[src/rtl/riscv_pkg.sv]
`default_nettype none
// ============================================================================
//  Module      : riscv_pkg
//  Description : Shared RISC-V definitions: immediate format codes, base
//                opcodes and the per-format immediate bit-position mask.
//                Common to the immediate decoder and the immediate encoder.
//  Revision    : 1.0 - initial release
// ============================================================================
package riscv_pkg;

    // Immediate format selector, identical encoding on decode and encode side
    typedef enum logic [2:0] {
        IMM_I = 3'b000,
        IMM_S = 3'b001,
        IMM_B = 3'b010,
        IMM_J = 3'b011,
        IMM_U = 3'b100
    } imm_src_e;

    // Base opcodes (instr[6:0])
    localparam logic [6:0] OPC_LOAD   = 7'b0000011;
    localparam logic [6:0] OPC_OP_IMM = 7'b0010011;
    localparam logic [6:0] OPC_AUIPC  = 7'b0010111;
    localparam logic [6:0] OPC_STORE  = 7'b0100011;
    localparam logic [6:0] OPC_LUI    = 7'b0110111;
    localparam logic [6:0] OPC_BRANCH = 7'b1100011;
    localparam logic [6:0] OPC_JALR   = 7'b1100111;
    localparam logic [6:0] OPC_JAL    = 7'b1101111;

    // Instruction bit positions occupied by the immediate of each format.
    // Unknown formats own no bits, so the base instruction passes through.
    function automatic logic [31:0] imm_field_mask(input logic [2:0] src);
        logic [31:0] mask;
        case (src)
            IMM_I:   mask = 32'hFFF0_0000;
            IMM_S:   mask = 32'hFE00_0F80;
            IMM_B:   mask = 32'hFE00_0F80;
            IMM_J:   mask = 32'hFFFF_F000;
            IMM_U:   mask = 32'hFFFF_F000;
            default: mask = 32'h0000_0000;
        endcase
        return mask;
    endfunction

endpackage : riscv_pkg
`default_nettype wire

[src/rtl/imm_pack.sv]
`default_nettype none
// ============================================================================
//  Module      : imm_pack
//  Description : Combinational immediate packer. Scatters the immediate into
//                the instruction word (inverse of the sign-extending decoder)
//                and, when IMM_RANGE_CHECK_EN is defined, flags immediates
//                that the selected format cannot represent.
//  Config      : IMM_RANGE_CHECK_EN - adds the err output and range checks
//  Revision    : 1.0 - initial release
// ============================================================================
module imm_pack
    import riscv_pkg::*;
#(
    parameter int N_Bits = 32   // only 32 is meaningful
) (
    input  logic [2:0]        imm_src,
    input  logic [N_Bits-1:0] imm,
    input  logic [N_Bits-1:0] base_instr,
    output logic [N_Bits-1:0] instr
`ifdef IMM_RANGE_CHECK_EN
    ,
    output logic              err
`endif
);

    logic [N_Bits-1:0] field;

    // Scatter immediate bits into their instruction positions; all else zero
    always_comb begin
        field = '0;
        case (imm_src)
            IMM_I: field[31:20] = imm[11:0];
            IMM_S: begin
                field[31:25] = imm[11:5];
                field[11:7]  = imm[4:0];
            end
            IMM_B: begin
                field[31]    = imm[12];
                field[30:25] = imm[10:5];
                field[11:8]  = imm[4:1];
                field[7]     = imm[11];
            end
            IMM_J: begin
                field[31]    = imm[20];
                field[30:21] = imm[10:1];
                field[20]    = imm[11];
                field[19:12] = imm[19:12];
            end
            IMM_U: field[31:12] = imm[31:12];
            default: field = '0;
        endcase
    end

    assign instr = (base_instr & ~imm_field_mask(imm_src)) | field;

`ifdef IMM_RANGE_CHECK_EN
    // A value fits a k-bit signed field when all bits from k-1 upward agree
    logic fits12;
    logic fits13;
    logic fits21;

    assign fits12 = (&imm[31:11]) | ~(|imm[31:11]);
    assign fits13 = (&imm[31:12]) | ~(|imm[31:12]);
    assign fits21 = (&imm[31:20]) | ~(|imm[31:20]);

    // Representability check for the selected format
    always_comb begin
        err = 1'b0;
        case (imm_src)
            IMM_I:   err = ~fits12;
            IMM_S:   err = ~fits12;
            IMM_B:   err = ~fits13 | imm[0];
            IMM_J:   err = ~fits21 | imm[0];
            IMM_U:   err = |imm[11:0];
            default: err = 1'b1;
        endcase
    end
`endif

endmodule : imm_pack
`default_nettype wire

[src/rtl/imm_encoder.sv]
`default_nettype none
// ============================================================================
//  Module      : imm_encoder
//  Description : Single-stage registered RISC-V immediate encoder with a
//                valid/ready handshake on both sides. Packing is done in
//                imm_pack; this level holds the output register, the
//                handshake and the saturating error counter.
//  Config      : IMM_RANGE_CHECK_EN - enables out_err and err_count; when
//                undefined both are tied to zero and no counter exists.
//  Revision    : 1.0 - initial release
// ============================================================================
module imm_encoder
    import riscv_pkg::*;
#(
    parameter int N_Bits = 32   // only 32 is meaningful
) (
    input  logic              clk,
    input  logic              rst_n,
    input  logic              in_valid,
    output logic              in_ready,
    input  logic [2:0]        imm_src,
    input  logic [N_Bits-1:0] imm,
    input  logic [N_Bits-1:0] base_instr,
    output logic              out_valid,
    input  logic              out_ready,
    output logic [N_Bits-1:0] instr,
    output logic              out_err,
    output logic [7:0]        err_count
);

    logic [N_Bits-1:0] pack_instr;
    logic              accept;

    // The stage can take a new request whenever its slot is empty or leaving
    assign in_ready = ~out_valid | out_ready;
    assign accept   = in_valid & in_ready;

`ifdef IMM_RANGE_CHECK_EN
    logic       pack_err;
    logic [7:0] err_cnt;

    imm_pack #(.N_Bits(N_Bits)) u_pack (
        .imm_src    (imm_src),
        .imm        (imm),
        .base_instr (base_instr),
        .instr      (pack_instr),
        .err        (pack_err)
    );

    // Error flag travels with the registered result
    always_ff @(posedge clk or negedge rst_n) begin
        if (!rst_n) begin
            out_err <= 1'b0;
        end else if (accept) begin
            out_err <= pack_err;
        end
    end

    // Count accepted requests that carry an error, sticking at all-ones
    always_ff @(posedge clk or negedge rst_n) begin
        if (!rst_n) begin
            err_cnt <= 8'd0;
        end else if (accept && pack_err && (err_cnt != 8'hFF)) begin
            err_cnt <= err_cnt + 8'd1;
        end
    end

    assign err_count = err_cnt;
`else
    imm_pack #(.N_Bits(N_Bits)) u_pack (
        .imm_src    (imm_src),
        .imm        (imm),
        .base_instr (base_instr),
        .instr      (pack_instr)
    );

    assign out_err   = 1'b0;
    assign err_count = 8'd0;
`endif

    // Output valid: set on accept, cleared when drained with nothing behind it
    always_ff @(posedge clk or negedge rst_n) begin
        if (!rst_n) begin
            out_valid <= 1'b0;
        end else if (accept) begin
            out_valid <= 1'b1;
        end else if (out_ready) begin
            out_valid <= 1'b0;
        end
    end

    // Result register only loads on accept, so it holds while stalled
    always_ff @(posedge clk or negedge rst_n) begin
        if (!rst_n) begin
            instr <= '0;
        end else if (accept) begin
            instr <= pack_instr;
        end
    end

endmodule : imm_encoder
`default_nettype wire

[config.mk]
export PLATFORM = sky130hd
export DESIGN_NAME = imm_encoder
export DESIGN_NICKNAME = d
export VERILOG_FILES = /design/src/rtl/riscv_pkg.sv /design/src/rtl/imm_pack.sv /design/src/rtl/imm_encoder.sv
export SDC_FILE = /design/constraint.sdc
export NUM_CORES = 1
export LEC_CHECK = 0
export CAP_MARGIN = 20
export CORE_MARGIN = 2
export CORE_UTILIZATION = 40
export CTS_BUF_LIST = sky130_fd_sc_hd__clkbuf_4
export DETAILED_ROUTE_END_ITERATION = 16
export GPL_TIMING_DRIVEN = 1
export PLACE_DENSITY = 0.82
export SKIP_LAST_GASP = 1
export SYNTH_ARGS = -nofsm -noshare
export SYNTH_HDL_FRONTEND = slang
export SYNTH_HIERARCHICAL = 1
export SYNTH_SLANG_ARGS = --single-unit
[constraint.sdc]
create_clock -name clk -period 1.5 [get_ports clk]
set_input_delay 0.225 -clock clk [delete_from_list [all_inputs] [get_ports clk]]
set_output_delay 0.225 -clock clk [all_outputs]
set_load 0.05 [all_outputs]
==> Word-level counts from Yosys, hierarchy flattened <==
Cells that the tools add are included.
{ "classes": {"muxes": 7, "eq_ne": 4, "bitwise_logic": 6, "reduce_logical": 5} }
{ "ops": {"columns": ["op", "n"], "rows": [
  ["$pmux 32 s3", 1],
  ["$and 32x32->32", 1],
  ["$not 32->32", 1],
  ["$or 32x32->32", 1],
  ["$pmux 7 s4", 1],
  ["$pmux 5 s3", 1],
  ["$pmux 5 s2", 1],
  ["$mux 8", 1],
  ["$eq 3x2->1 const B", 2],
  ["$reduce_or 2->1", 3],
  ["$eq 3x1->1 const B", 1],
  ["$eq 3x3->1 const B", 1],
  ["$logic_not 3->1", 1],
  ["$mux 1", 2],
  ["$reduce_bool 2->1", 1],
  ["$and 1x1->1", 1],
  ["$not 1->1", 1],
  ["$or 1x1->1", 1]
]} }
{ "word_totals": {"regBits": 33, "word_cells": 24, "inputBits": 71} }

==> Longest topological paths before layout <==
{ "logic_depth": {"word_depth": 6, "mapped_depth": 6, "mapped_depth_nobuf": 4} }

==> Modules after synthesis <==
Netlist, hierarchy kept.
{ "modules_own_cells": {"columns": ["module", "seq_area_each_um2", "cells_each", "area_per_inst_um2", "n_inst"], "rows": [
  ["imm_encoder", 825.8, 81, 1462.7, 1],
  ["imm_pack", 0.0, 84, 646.9, 1]
]} }

==> Least setup slack after synthesis <==
OpenSTA, ideal clock, no wires.
{ "synth_path": {"path_kind": "register to register", "from": "register out_valid", "to": "register instr[0]", "path_stages_with_launch": 5, "t_arrival_ns": 1.494, "n_path_buf": 1, "slack_ns": -0.119, "synth_period_minus_slack_ns": 1.619, "cell_sequence": "dfrtp_1 > nand2b_4 > nand2_4 > buf_12 > mux2_4"} }
{ "synth_via": {"elab_chain_len": 3} }
{ "synth_lines": {"columns": ["item", "line", "source"], "rows": [
  ["from (decl)", "imm_encoder.sv:24", "output logic out_valid,"],
  ["from (signal assigned)", "imm_encoder.sv:84", "out_valid <= 1'b0;"],
  ["from (signal assigned)", "imm_encoder.sv:86", "out_valid <= 1'b1;"],
  ["from (signal assigned)", "imm_encoder.sv:88", "out_valid <= 1'b0;"],
  ["$not 1->1", "imm_encoder.sv:35", "assign in_ready = ~out_valid | out_ready;"],
  ["$or 1x1->1", "imm_encoder.sv:35", null],
  ["named net in_ready", "imm_encoder.sv:20", "output logic in_ready,"],
  ["$and 1x1->1", "imm_encoder.sv:36", "assign accept = in_valid & in_ready;"],
  ["to (signal assigned)", "imm_encoder.sv:97", "instr <= pack_instr;"],
  ["to (decl)", "imm_encoder.sv:26", "output logic [N_Bits-1:0] instr,"]
]} }
The timed path passes the listed nets, and every way through them passes these cells.
A chain may end at the register's enable or synchronous reset.

==> Worst setup path after layout <==
{ "layout_path": {"from": "input imm_src[1]", "to": "register instr[16]"} }
{ "layout_via": {"elab_chain_len": 6} }
{ "layout_lines": {"columns": ["item", "line", "source"], "rows": [
  ["from (decl)", "imm_encoder.sv:21", "input logic [2:0] imm_src,"],
  ["$eq 3x2->1, or another cell as far along", "riscv_pkg.sv:34, imm_pack.sv:31", null],
  ["$reduce_or 2->1 (no source line)", null, null],
  ["$pmux 32 s3", "riscv_pkg.sv:34", "case (src)"],
  ["$not 32->32", "imm_pack.sv:54", "assign instr = (base_instr & ~imm_field_mask(imm_src)) | field;"],
  ["$and 32x32->32", "imm_pack.sv:54", null],
  ["$or 32x32->32 (*)", "imm_pack.sv:54", null],
  ["named net pack_instr[16]", "imm_encoder.sv:31", "logic [N_Bits-1:0] pack_instr;"]
]} }
The timed path passes the listed nets; every way through them passes the cells marked *.

==> key figures <==
Status
  • Status: finished, final reports clean

Worst setup path
  • CP Capture Type: register
  • Crit path launch type: input pin
  • CP max stage delay: about 0.33 ns
  • Critical path's slowest cell: mux2_2
  • Critical path arrival: 1.67 ns
  • R2r worst-path depth: 4
  • CP required: 1.72 ns
  • Crit Path Class: in -> reg
  • CP Cell Sequence: dlygate4sd2_1, or2_4, mux2i_4, buf_12, mux2_2, mux2_4
  • Crit path max fanout: 8

Die
  • Initial Utilization: 0.413
  • Die area: 5870 µm²
  • IO Pins: approximately 110
  • Height of the die: about 77 µm
  • Die W: 76.6 µm
  • CORE AREA: 5110 µm²
  • # rows: 26

Place
  • PortBufs: 104
  • Post-Place Cells: 337
  • Placed cell areas: 3170 µm²
  • GPL Wtd Cong: 0.809
  • Post-DP HPWL: 3.98 mm

Timing
  • Setup violations, final: 0
  • Final hold vios: 0
  • Unrepaired setup endpoints after global routing: false
  • Min Tclk post-route: 1.45 ns
  • Fmax: 0.690 GHz
  • Tcrit/Tclk final: 0.967
  • Hold Worst Slack: 0.387 ns
  • Setup TNS: 0 ns
  • Worst-Margin Slew: 0.510 ns
  • Max transition margin: 0.660
  • Slew Viols, Final: 0
  • Max Clock Skew: 0.00489 ns

Yosys
  • EDFF count, synth: 0
  • Sequential fraction of the synthesis area: 0.391
  • Unique masters post-synth: 37
  • Yosys reg bits: 33
  • Commonest register cell after synthesis: dfrtp_1
  • Cell taking the most area after synthesis: dfrtp_1
  • Synth Cell Area: 2110 µm²
  • Cells after Synth: approximately 170
  • Mean Syn Cell Area: 12.8 µm²
  • Yosys top cell area share: 0.391
  • Ranking of synthesized cells by area: dfrtp_1, mux2_4, mux2_2
  • Synth warnings: 6
  • Ys async rst share: 1.00

Clock tree
  • # clock sinks: 33
  • CTS tree: built
  • H-tree Lvls: 2
  • Worst-Skew Late Latency: 0.33 ns
  • Clock slew at reported path FFs: 0.11 ns
  • Clk Tree Root Cell: clkbuf_4
  • Clock tree buffer depth: 2
  • TritonCTS Buffers: 5

Global routing
  • Initial antenna violation count: 0
  • Largest net degree at the start of global routing: 22
  • Vias in the first global route: 1752
  • Total GRT Usage: 0.180
  • First-pass GRT wire length: 8.40 mm
  • GRT overflow: 0

Power and ir drop
  • Net Sw Frac: 0.398
  • Combinational power share: 0.503
  • Leakage power: 1.48 nW
  • Peak VDD IR: about 0.49 mV
  • Power share of the clock group: 0.150
  • Sequential Power Share: 0.346
  • P_sw: 1.32 mW
  • Pint: about 2.0 mW
  • Power Dens Cells: 1020 nW/µm²

Detailed routing
  • Final ANT Viol Nets: 0
  • Iteration-0 DRC Markers: 29
  • DR pass1 iterations: 4
  • Avg WL per Cell: 14.6 µm
  • WL final: 5.07 mm
  • Drt drc: 0
  • Via density: 4.77
  • DR vias: ~1600

Finish
  • Layout area overhead: 53.9%
  • Number of diodes: 0
  • Share of cells above drive strength 1: 0.420
  • Nets: 346
  • Finished layout cell area: 3250 µm²
  • Non-filler instance count after layout: 346
  • # fillers: 413

Flow run
  • Max-Cap Viols: 0

Hold path
  • Worst Hold Class: in -> async
## per-stage QoR
step / setup slack, ns / utilization / power, mW
2_1_floorplan: -0.0914 / - / 2.26
3_3_place_gp: -0.492 / 0.621 / 2.83
3_5_place_dp: -0.515 / 0.621 / 2.84
4_1_cts: 0.0692 / 0.636 / 3.37
5_1_grt: 0.0521 / 0.636 / 3.50
6_report: 0.0499 / 0.636 / 3.32
## final timing paths
| check | start | endpoint | slack [ns] |
|---|---|---|---|
| worst min-delay path | rst_n | instr[14] | 0.39 |
| max in group asynchronous | rst_n | instr[10] | 0.54 |
| min in group clk | base_instr[0] | instr[0] | 0.50 |
| worst max register to register | out_valid | instr[4] | 0.30 |
| worst max-delay path | imm_src[1] | instr[16] | 0.05 |
| worst min register to register | instr[11] | instr[11] | 0.52 |
## cell type report
type | instances | area, µm² | area share
Multi-Input combinational cell | 113 | 1100 | 0.340
Inverter | 1 | 3.75 | 0.00116
Clock inverter | 2 | 10.0 | 0.00308
Tap cell | 70 | 87.6 | 0.0270
Sequential cell | 33 | 827 | 0.255
Clock buffer | 6 | 45.0 | 0.0139
Timing Repair Buffer | 121 | 1170 | 0.360
## cell usage after synthesis, types with 2 or more instances
cell / number
buf_12: 3
a21oi_1: 8
o21ai_0: 4
clkbuf_1: 2
mux2_2: 14
nor3_1: 4
mux2_4: 30
buf_2: 3
nor2_1: 8
nor2b_1: 5
nand2b_1: 2
dfrtp_1: 33
mux2i_1: 6
o221a_2: 4
buf_4: 17
## worst max-delay path: cells and delay by family
kind / cells / cell delay [ns]
mux: 3 / 0.75
simple gates: 1 / 0.27
buf+inv: 2 / 0.42
## cells in the final DEF, fill, tap and decap left out, drive strengths merged, types with 2 or more instances in the layout
| cell type | count |
|---|---|
| nor3 | 4 |
| buf | 51 |
| mux2i | 7 |
| nand2 | 2 |
| o221a | 4 |
| nand2b | 3 |
| dfrtp | 33 |
| nor2 | 9 |
| mux2 | 44 |
| o21ai | 4 |
| a21oi | 8 |
| nor2b | 5 |
| clkinv | 2 |
| clkdlybuf4s50 | 66 |
| clkbuf | 6 |
| dlygate4sd2 | 3 |
| conb | 9 |
## repair_timing
item,4_1_cts,5_1_grt
endpoints found under the hold margin,20,0
setup buffers,0,0
endpoints found under the setup margin,24,0
resized for setup,6,0
hold buffers,1,0
## power by group through the flow
stage | clock (mW) | sequential [mW] | combinational, mW
6_report | 0.499 | 1.15 | 1.67
5_1_grt | 0.578 | 1.17 | 1.74
4_1_cts | 0.529 | 1.15 | 1.68
3_5_place_dp | 0 | 1.16 | 1.68
3_3_place_gp | 0 | 1.17 | 1.66
2_1_floorplan | 0 | 1.71 | 0.547
## state kept, by name (all words and copies together), names as in the netlist
signal,cells
instr,32
out_valid,1
## cell families (layout without fill, tap and decap cells)
group	Yosys count	count (layout)	synth area share
AO/OA/AOI/OAI	23	23	0.0765
multiplexers	51	51	0.327
other	1	9	0.00178
flip-flops	33	33	0.391
XOR/XNOR	1	1	0.0131
buffers and inverters	27	130	0.107
AND/OR/NAND/NOR	29	29	0.0830
## per-layer routing
metal | up-vias | share of wire | global-route usage
met3 | 9 | 0.086 | 0.0746
met1 | 779 | 0.40 | 0.199
met4 | 0 | 0.011 | 0.0545
met5 | - | 0 | 0
li1 | 785 | - | -
met2 | 76 | 0.50 | 0.316
Power figures use the tool's default switching activity.
